--- src/rtl/sram_test_pkg.sv ---
// rtl/sram_test_pkg.sv - Shared types and constants for the SRAM test sequencer
package sram_test_pkg;

  typedef enum logic [2:0] {
    ST_IDLE,
    ST_WR,
    ST_RD,
    ST_CHK,
    ST_DONE
  } state_t;

  localparam logic [15:0] LFSR_SEED = 16'hACE1;
  // Taps 16,14,13,11 of a right-shifting Fibonacci LFSR land on bits 0,2,3,5.
  localparam logic [15:0] LFSR_TAPS = 16'h002D;
  localparam int          ERR_W     = 16;

endpackage

--- src/rtl/sram_pattern_gen.sv ---
// rtl/sram_pattern_gen.sv - Test data source: address count, or 16-bit LFSR when SRAM_TEST_LFSR_EN is defined
// restart rewinds the sequence to its first word, advance steps it once per address.
module sram_pattern_gen
  import sram_test_pkg::*;
#(
  parameter int DATA_W = 16
) (
  input  logic              clock,
  input  logic              reset,
  input  logic              restart,
  input  logic              advance,
  input  logic              phase,
  output logic [DATA_W-1:0] pattern
);

  logic [DATA_W-1:0] base;

`ifdef SRAM_TEST_LFSR_EN
  logic [15:0] lfsr;

  // Reset clears to zero; every run begins with a restart that loads the seed.
  always_ff @(posedge clock) begin
    if (reset) begin
      lfsr <= '0;
    end else if (restart) begin
      lfsr <= LFSR_SEED;
    end else if (advance) begin
      lfsr <= {^(lfsr & LFSR_TAPS), lfsr[15:1]};
    end
  end

  if (DATA_W == 16) begin : g_eq
    assign base = lfsr;
  end else if (DATA_W > 16) begin : g_wide
    assign base = {{(DATA_W-16){1'b0}}, lfsr};
  end else begin : g_narrow
    assign base = lfsr[DATA_W-1:0];
  end
`else
  logic [DATA_W-1:0] count;

  // Tracks the low DATA_W bits of the sequencer address.
  always_ff @(posedge clock) begin
    if (reset || restart) begin
      count <= '0;
    end else if (advance) begin
      count <= count + 1'b1;
    end
  end

  assign base = count;
`endif

  assign pattern = base ^ {DATA_W{phase}};

endmodule

--- src/rtl/sram_test_seq.sv ---
// rtl/sram_test_seq.sv - Two-pass SRAM write/read-back tester; phase 1 writes the inverse of phase 0
// Optional SRAM_TEST_LFSR_EN switches the data pattern to an LFSR sequence.
module sram_test_seq
  import sram_test_pkg::*;
#(
  parameter int                ADDR_W    = 20,
  parameter int                DATA_W    = 16,
  parameter logic [ADDR_W-1:0] LAST_ADDR = 20'hFFFFF,
  parameter int                RD_LAT    = 2
) (
  input  logic              clock,
  input  logic              reset,
  input  logic              start,
  output logic              r_request,
  input  logic              w_ready,
  output logic [DATA_W-1:0] data_in,
  output logic [ADDR_W-1:0] in_addr,
  output logic [ADDR_W-1:0] out_addr,
  input  logic [DATA_W-1:0] data_out,
  output logic              busy,
  output logic              done,
  output logic              pass,
  output logic [ERR_W-1:0]  err_count,
  output logic [ADDR_W-1:0] first_err_addr
);

  localparam int                CNT_W   = (RD_LAT > 1) ? $clog2(RD_LAT) : 1;
  localparam logic [CNT_W-1:0]  RD_LOAD = CNT_W'(RD_LAT - 1);

  state_t            state, state_n;
  logic              phase;
  logic [ADDR_W-1:0] addr;
  logic [CNT_W-1:0]  rd_cnt;
  logic [ADDR_W-1:0] wr_addr_q;
  logic [DATA_W-1:0] wr_data_q;
  logic [DATA_W-1:0] pattern;

  logic clear_run, addr_step, gen_restart, gen_advance, do_cmp, load_cnt, phase_set;
  logic at_last, mismatch;

  assign at_last  = (addr == LAST_ADDR);
  assign mismatch = do_cmp && (data_out != pattern);

  always_comb begin
    state_n     = state;
    clear_run   = 1'b0;
    addr_step   = 1'b0;
    gen_restart = 1'b0;
    gen_advance = 1'b0;
    do_cmp      = 1'b0;
    load_cnt    = 1'b0;
    phase_set   = 1'b0;
    case (state)
      ST_IDLE, ST_DONE: begin
        if (start) begin
          state_n     = ST_WR;
          clear_run   = 1'b1;
          gen_restart = 1'b1;
        end
      end
      ST_WR: begin
        if (w_ready) begin
          addr_step = 1'b1;
          if (at_last) begin
            state_n     = ST_RD;
            gen_restart = 1'b1;
            load_cnt    = 1'b1;
          end else begin
            gen_advance = 1'b1;
          end
        end
      end
      ST_RD: begin
        if (rd_cnt == '0) state_n = ST_CHK;
      end
      ST_CHK: begin
        do_cmp    = 1'b1;
        addr_step = 1'b1;
        if (at_last) begin
          gen_restart = 1'b1;
          if (phase) begin
            state_n = ST_DONE;
          end else begin
            state_n   = ST_WR;
            phase_set = 1'b1;
          end
        end else begin
          state_n     = ST_RD;
          gen_advance = 1'b1;
          load_cnt    = 1'b1;
        end
      end
      default: state_n = ST_IDLE;
    endcase
  end

  always_ff @(posedge clock) begin
    if (reset) begin
      state          <= ST_IDLE;
      phase          <= 1'b0;
      addr           <= '0;
      rd_cnt         <= '0;
      wr_addr_q      <= '0;
      wr_data_q      <= '0;
      err_count      <= '0;
      first_err_addr <= '0;
    end else begin
      state <= state_n;
      if (clear_run)      phase <= 1'b0;
      else if (phase_set) phase <= 1'b1;
      if (clear_run)      addr <= '0;
      else if (addr_step) addr <= at_last ? '0 : addr + 1'b1;
      if (load_cnt)                           rd_cnt <= RD_LOAD;
      else if (state == ST_RD && rd_cnt != '0) rd_cnt <= rd_cnt - 1'b1;
      // Last WR-cycle values stay on the write port so stray writes are harmless.
      if (state == ST_WR) begin
        wr_addr_q <= addr;
        wr_data_q <= pattern;
      end
      if (clear_run) begin
        err_count      <= '0;
        first_err_addr <= '0;
      end else if (mismatch) begin
        if (err_count == '0) first_err_addr <= addr;
        if (err_count != '1) err_count <= err_count + 1'b1;
      end
    end
  end

  sram_pattern_gen #(.DATA_W(DATA_W)) u_pattern_gen (
    .clock   (clock),
    .reset   (reset),
    .restart (gen_restart),
    .advance (gen_advance),
    .phase   (phase),
    .pattern (pattern)
  );

  assign in_addr   = (state == ST_WR) ? addr : wr_addr_q;
  assign data_in   = (state == ST_WR) ? pattern : wr_data_q;
  assign out_addr  = addr;
  assign r_request = (state == ST_RD) || (state == ST_CHK);
  assign busy      = (state == ST_WR) || (state == ST_RD) || (state == ST_CHK);
  assign done      = (state == ST_DONE);
  assign pass      = done && (err_count == '0);

endmodule
--- config.mk ---
export PLATFORM = sky130hd
export DESIGN_NAME = sram_test_seq
export DESIGN_NICKNAME = d
export VERILOG_FILES = /design/src/rtl/sram_test_pkg.sv /design/src/rtl/sram_pattern_gen.sv /design/src/rtl/sram_test_seq.sv
export SDC_FILE = /design/constraint.sdc
export NUM_CORES = 1
export LEC_CHECK = 0
export CAP_MARGIN = 10
export CORE_ASPECT_RATIO = 2
export CORE_MARGIN = 2
export CORE_UTILIZATION = 57
export CTS_BUF_LIST = sky130_fd_sc_hd__clkbuf_4 sky130_fd_sc_hd__clkbuf_8
export CTS_CLUSTER_SIZE = 24
export DETAILED_ROUTE_END_ITERATION = 12
export PLACE_DENSITY = 0.88
export SYNTH_ARGS = -nofsm -noshare
export SYNTH_HDL_FRONTEND = slang
export SYNTH_HIERARCHICAL = 1
export SYNTH_SLANG_ARGS = --single-unit
export TNS_END_PERCENT = 30
--- constraint.sdc ---
create_clock -name clock -period 4.69 [get_ports clock]
set_input_delay 0.7035 -clock clock [delete_from_list [all_inputs] [get_ports clock]]
set_output_delay 0.7035 -clock clock [all_outputs]
set_load 0.05 [all_outputs]
# [Word-level counts from Yosys, hierarchy flattened]
# Index checks and enable logic that the tools add are counted.
[classes] mux=27 reduce_logical=15 eq_ne=11 n_addsub=4 bitwise_logic=1
[ops] op="$mux 20" count=2
[ops] op="$add 16x1->16 const B" count=2
[ops] op="$add 20x1->20 const B" count=1
[ops] op="$eq 20x20->1 const B" count=1
[ops] op="$mux 3" count=6
[ops] op="$logic_not 16->1" count=1
[ops] op="$mux 16" count=1
[ops] op="$ne 16x16->1" count=1
[ops] op="$ne 16x16->1 const B" count=1
[ops] op="$xor 16x16->16" count=1
[ops] op="$mux 1" count=13
[ops] op="$pmux 3 s4" count=1
[ops] op="$ne 2x2->1 const B" count=4
[ops] op="$eq 3x2->1 const B" count=2
[ops] op="$pmux 1 s2" count=3
[ops] op="$logic_or 1x1->1" count=4
[ops] op="$reduce_and 2->1" count=2
[ops] op="$reduce_and 4->1" count=1
[ops] op="$reduce_or 2->1" count=2
[ops] op="$eq 3x1->1 const B" count=1
[ops] op="$eq 3x3->1 const B" count=1
[ops] op="$logic_and 1x1->1" count=3
[ops] op="$logic_not 3->1" count=1
[ops] op="$pmux 1 s3" count=1
[ops] op="other kinds (2)" count=2
[totals] reg_bits=113 word_cells=67 in_bits=20 out_inout_bits=96

# [Depth between registers and ports, before layout]
[depth] depth_word=5 depth_mapped=10 depth_no_buf=8

# [Cells and area by module]
# Netlist, hierarchy kept.
[by_module_without_submodules] module="sram_test_seq" area_each_um2=4493.1 cells_each=500 instances=1 seq_area_each_um2=1941.9
[by_module_without_submodules] module="sram_pattern_gen" area_each_um2=884.6 cells_each=100 instances=1 seq_area_each_um2=320.3

# [Worst setup path before layout]
# No wires, ideal clock.
[synth_timing] path_kind="register to register" from="register phase" to="register err_count[3]" stages_incl_launch_ff=11 required_time_ns=4.619 path_slack_ns=2.004 period_less_slack_ns=2.686 n_path_buf=4 arrival_ns=2.615 setup_time_ns=0.071 path_cell_list="dfxtp_1 -> clkbuf_1 -> buf_2 -> xor2_1 -> xor2_1 -> nor4_1 -> and4_1 -> clkbuf_1 -> clkbuf_1 -> o21ai_0 -> a21oi_1"
[synth_via] elab_chain_cells=4
[synth_lines] item="from (decl)" line_no="sram_test_seq.sv:31" source="logic phase;"
[synth_lines] item="from (signal assigned)" line_no="sram_test_seq.sv:100" source="phase <= 1'b0;"
[synth_lines] item="from (signal assigned)" line_no="sram_test_seq.sv:109" source="if (clear_run) phase <= 1'b0;"
[synth_lines] item="from (signal assigned)" line_no="sram_test_seq.sv:110" source="else if (phase_set) phase <= 1'b1;"
[synth_lines] item="$xor 16x16->16" line_no="sram_pattern_gen.sv:54" source="assign pattern = base ^ {DATA_W{phase}};"
[synth_lines] item="net pattern[12]" line_no="sram_test_seq.sv:36" source="logic [DATA_W-1:0] pattern;"
[synth_lines] item="$ne 16x16->1" line_no="sram_test_seq.sv:42" source="assign mismatch = do_cmp && (data_out != pattern);"
[synth_lines] item="$logic_and 1x1->1" line_no="sram_test_seq.sv:42"
[synth_lines] item="$reduce_and 2->1 (no source line)"
[synth_lines] item="to (signal assigned)" line_no="sram_test_seq.sv:125" source="if (err_count != '1) err_count <= err_count + 1'b1;"
[synth_lines] item="to (decl)" line_no="sram_test_seq.sv:23" source="output logic [ERR_W-1:0] err_count,"
# The timed path passes the listed nets, and every way through them passes these cells.
# A chain may end at the register's enable or synchronous reset.

# [Final worst setup path]
[layout_timing] from="register state[2]" to="output port in_addr[9]"
[layout_via] elab_chain_cells=2
[layout_lines] item="from (decl)" line_no="sram_test_seq.sv:30" source="state_t state, state_n;"
[layout_lines] item="from (signal assigned)" line_no="sram_test_seq.sv:108" source="state <= state_n;"
[layout_lines] item="$eq 3x1->1" line_no="sram_test_seq.sv:139" source="assign in_addr = (state == ST_WR) ? addr : wr_addr_q;"
[layout_lines] item="$mux 20"
[layout_lines] item="to (decl)" line_no="sram_test_seq.sv:17" source="output logic [ADDR_W-1:0] in_addr,"
# No other way between the ends.

==> flow_summary.ini <==
[worst_setup_path]
cp-start-kind = flop
required_ns = 3.99
cp_slowest_cell = clkdlybuf4s50_1
r2r_start = phase
rr_endpoint = first_err_addr[14]
path_cells = nand2b_1 -> nor2_4 -> mux2_2 -> clkdlybuf4s50_1
crit_fanout = 37
crit_path_end_kind = primary output
crit_type = reg2out
reg2reg_slack_ns = 1.40
slowest_delay_ns = 0.85
rr_worst_depth = 7
arrival_ns = 3.08

[global_routing]
antenna_found_initial = 0
first_global_vias = 4967
grt_overflow = 0
grt_pass1_wl_um = 23600
grtUsageTotal_pct = 29.4
grt_start_max_net_pins = 51

[drt]
vias = 4969
drcViolationCount = 0
drt-vias-per-instance = 6.07
first_pass_iters = 6
drt_iter0_drc = 442
drt_wl_total_um = 14800
antenna_left = 0
wl_per_cell_um = 18.1

[floorplanning]
dieArea_um2 = 10300
io_pins = 116
die_h_um = 141
core_um2 = 9260
start_util_pct = 58.1
fp-row-count = 50
die_x_um = 72.7

[sta]
slew-limit-headroom_pct = 28.4
hold-worst-slack_ns = 0.480
rsz0062_at_grt = no
fin_ws_ns = 0.905
fin_tns_setup_ns = 0
finalHoldViolations = 0
fin_crit_ns = 3.79
final.setup_skew_ns = 0.0104
report.final.slew_viol_count = 0
finalCritPeriodShare_pct = 80.7
tightestPinTransition_ns = 1.07
setup_viol = 0
fmax_ghz = 0.264

[finish]
final_cell_mix = 115 x clkdlybuf4s50_1, 113 x dfxtp_1, 52 x nor2_1, 45 x xor2_1
drive_gt1_share_pct = 11.8
syn_to_final_growth_pct = 29.8
antenna_cells = 0
nets = 726
final_common_cell = clkdlybuf4s50_1

[power_and_ir_drop]
powerDensity_nw_per_um2 = 295
p_leak_nw = 2.50
ir_worst_vdd_mv = 0.297
finalPower_mw = 2.06

[logic_synthesis]
ys.flop_type = dfxtp_1
synth_top_family_by_area = simple AND/OR/NAND/NOR gates
ys_types = 49
synth_top_area_share_pct = 42.1
synth_nets = 624
synth_seq_cells = 113
synthTopCellsByArea = dfxtp_1 42%, mux2_2 7.5%, xor2_1 7.3%
synth_edf_count = 0
syn_area_um2 = 5380
synthMuxAreaShare_pct = 7.91
synth.avg_cell_area_um2 = 8.96
syn_inst = 600
async_reset_ff_share_pct = 0
synth_compound_area_share_pct = 9.82
seq_area_frac_synth_pct = 42.1
yosysWarnings = 6
synthAdderAreaFrac_pct = 0.931
synth-simple-area-share_pct = 25.1
yosysTopAreaCell = dfxtp_1
synth-xor-area-share_pct = 10.6

[clocking]
ctsResizeCount = 0
tritoncts = built
h-tree-depth = 4
clk_latency_ns = 0.43
root_buffer = clkbuf_8
cts_setup_buffers = 0
cts_buffers = 17
clk_pin_slew_worst_paths_ns = 0.07
holdBufCountCts = 0
clock-sinks = 113
clock_path_buffers = 2

[min_path]
hold-path-cell-count = 2
worstHoldStart = first_err_addr[17]
hold_path_end = first_err_addr[17]
hold_path.class = reg2reg

[run]
drv_cap = 0

[placement]
port_buffers = 115
routabilityCongestion = 0.949
preCtsSetupSlack_ns = 1.36
dp_hpwl_um = 10500

[run_status]
status = completed
-- state kept, by name, indices dropped and copies added, names as in the netlist --
signal	flops
first_err_addr	20
rd_cnt	1
phase	1
out_addr	20
wr_data_q	16
err_count	16
wr_addr_q	20
state	3
u_pattern_gen/base	16
-- worst max-delay path: cells and delay by family (launching register included) --
family | cells | cell delay, ns
mux | 1 | 0.32
simple gates | 2 | 1.09
flops | 1 | 0.38
buf+inv | 1 | 0.85
-- worst max path at each step --
stage | from | to | cells past startpoint
6_report | state[2] | in_addr[9] | 4
5_1_grt | state[0] | in_addr[19] | 4
4_1_cts | state[2] | in_addr[19] | 4
3_5_place_dp | state[2] | in_addr[19] | 4
3_3_place_gp | state[2] | in_addr[19] | 4
2_1_floorplan | phase | err_count[3] | 10
-- metrics by stage --
step,std cells,util (%),instance area [um2]
6_report,818,75.4,6980
5_1_grt,818,75.4,6980
4_1_cts,818,75.4,6980
3_5_place_dp,787,70.8,6550
3_3_place_gp,787,70.8,6550
2_1_floorplan,600,-,5380
-- power by group --
part           switching (mW)  internal, mW
registers             0.00405         0.962
logic                  0.0603        0.0402
clock network           0.394         0.597
-- cells in the mapped netlist, types with 8 or more instances --
master / instances
dfxtp_1: 113
nand3_1: 18
xnor2_1: 20
o21ai_0: 30
mux2_2: 36
clkbuf_1: 27
nor2_1: 53
nor3_1: 10
o31ai_1: 9
nand4_1: 34
a21oi_1: 37
nor2b_1: 37
xor2_1: 45
buf_2: 8
or4_1: 11
nor4_1: 11
nand2_1: 29
-- logic make-up (layout without fill, tap and decap cells) --
family,Yosys count,count (layout)
AOI/OAI and AO/OA,92,92
xor gates and xnor gates,65,65
adders and majority gates,4,4
buffers and inverters,46,160
DFF,113,113
muxes,38,38
and+or+nand+nor,242,242
-- routing by layer --
layer	global-route usage (%)	up-vias	part of all wire, %
li1	-	2335	-
met1	29.0	2384	35
met2	55.4	200	56
met3	6.53	50	5.3
met4	14.1	0	3.6
met5	0	-	0
-- final cells by class --
class / count / area, um2
multi-input combinational: 441 / 2930
inverter: 7 / 26.3
clock buffer: 20 / 263
tap: 104 / 130
clock inverter: 11 / 163
fill: 661 / 2280
sequential: 113 / 2260
timing repair buffer: 122 / 1200
No activity file was read; power rests on OpenSTA's default activity.
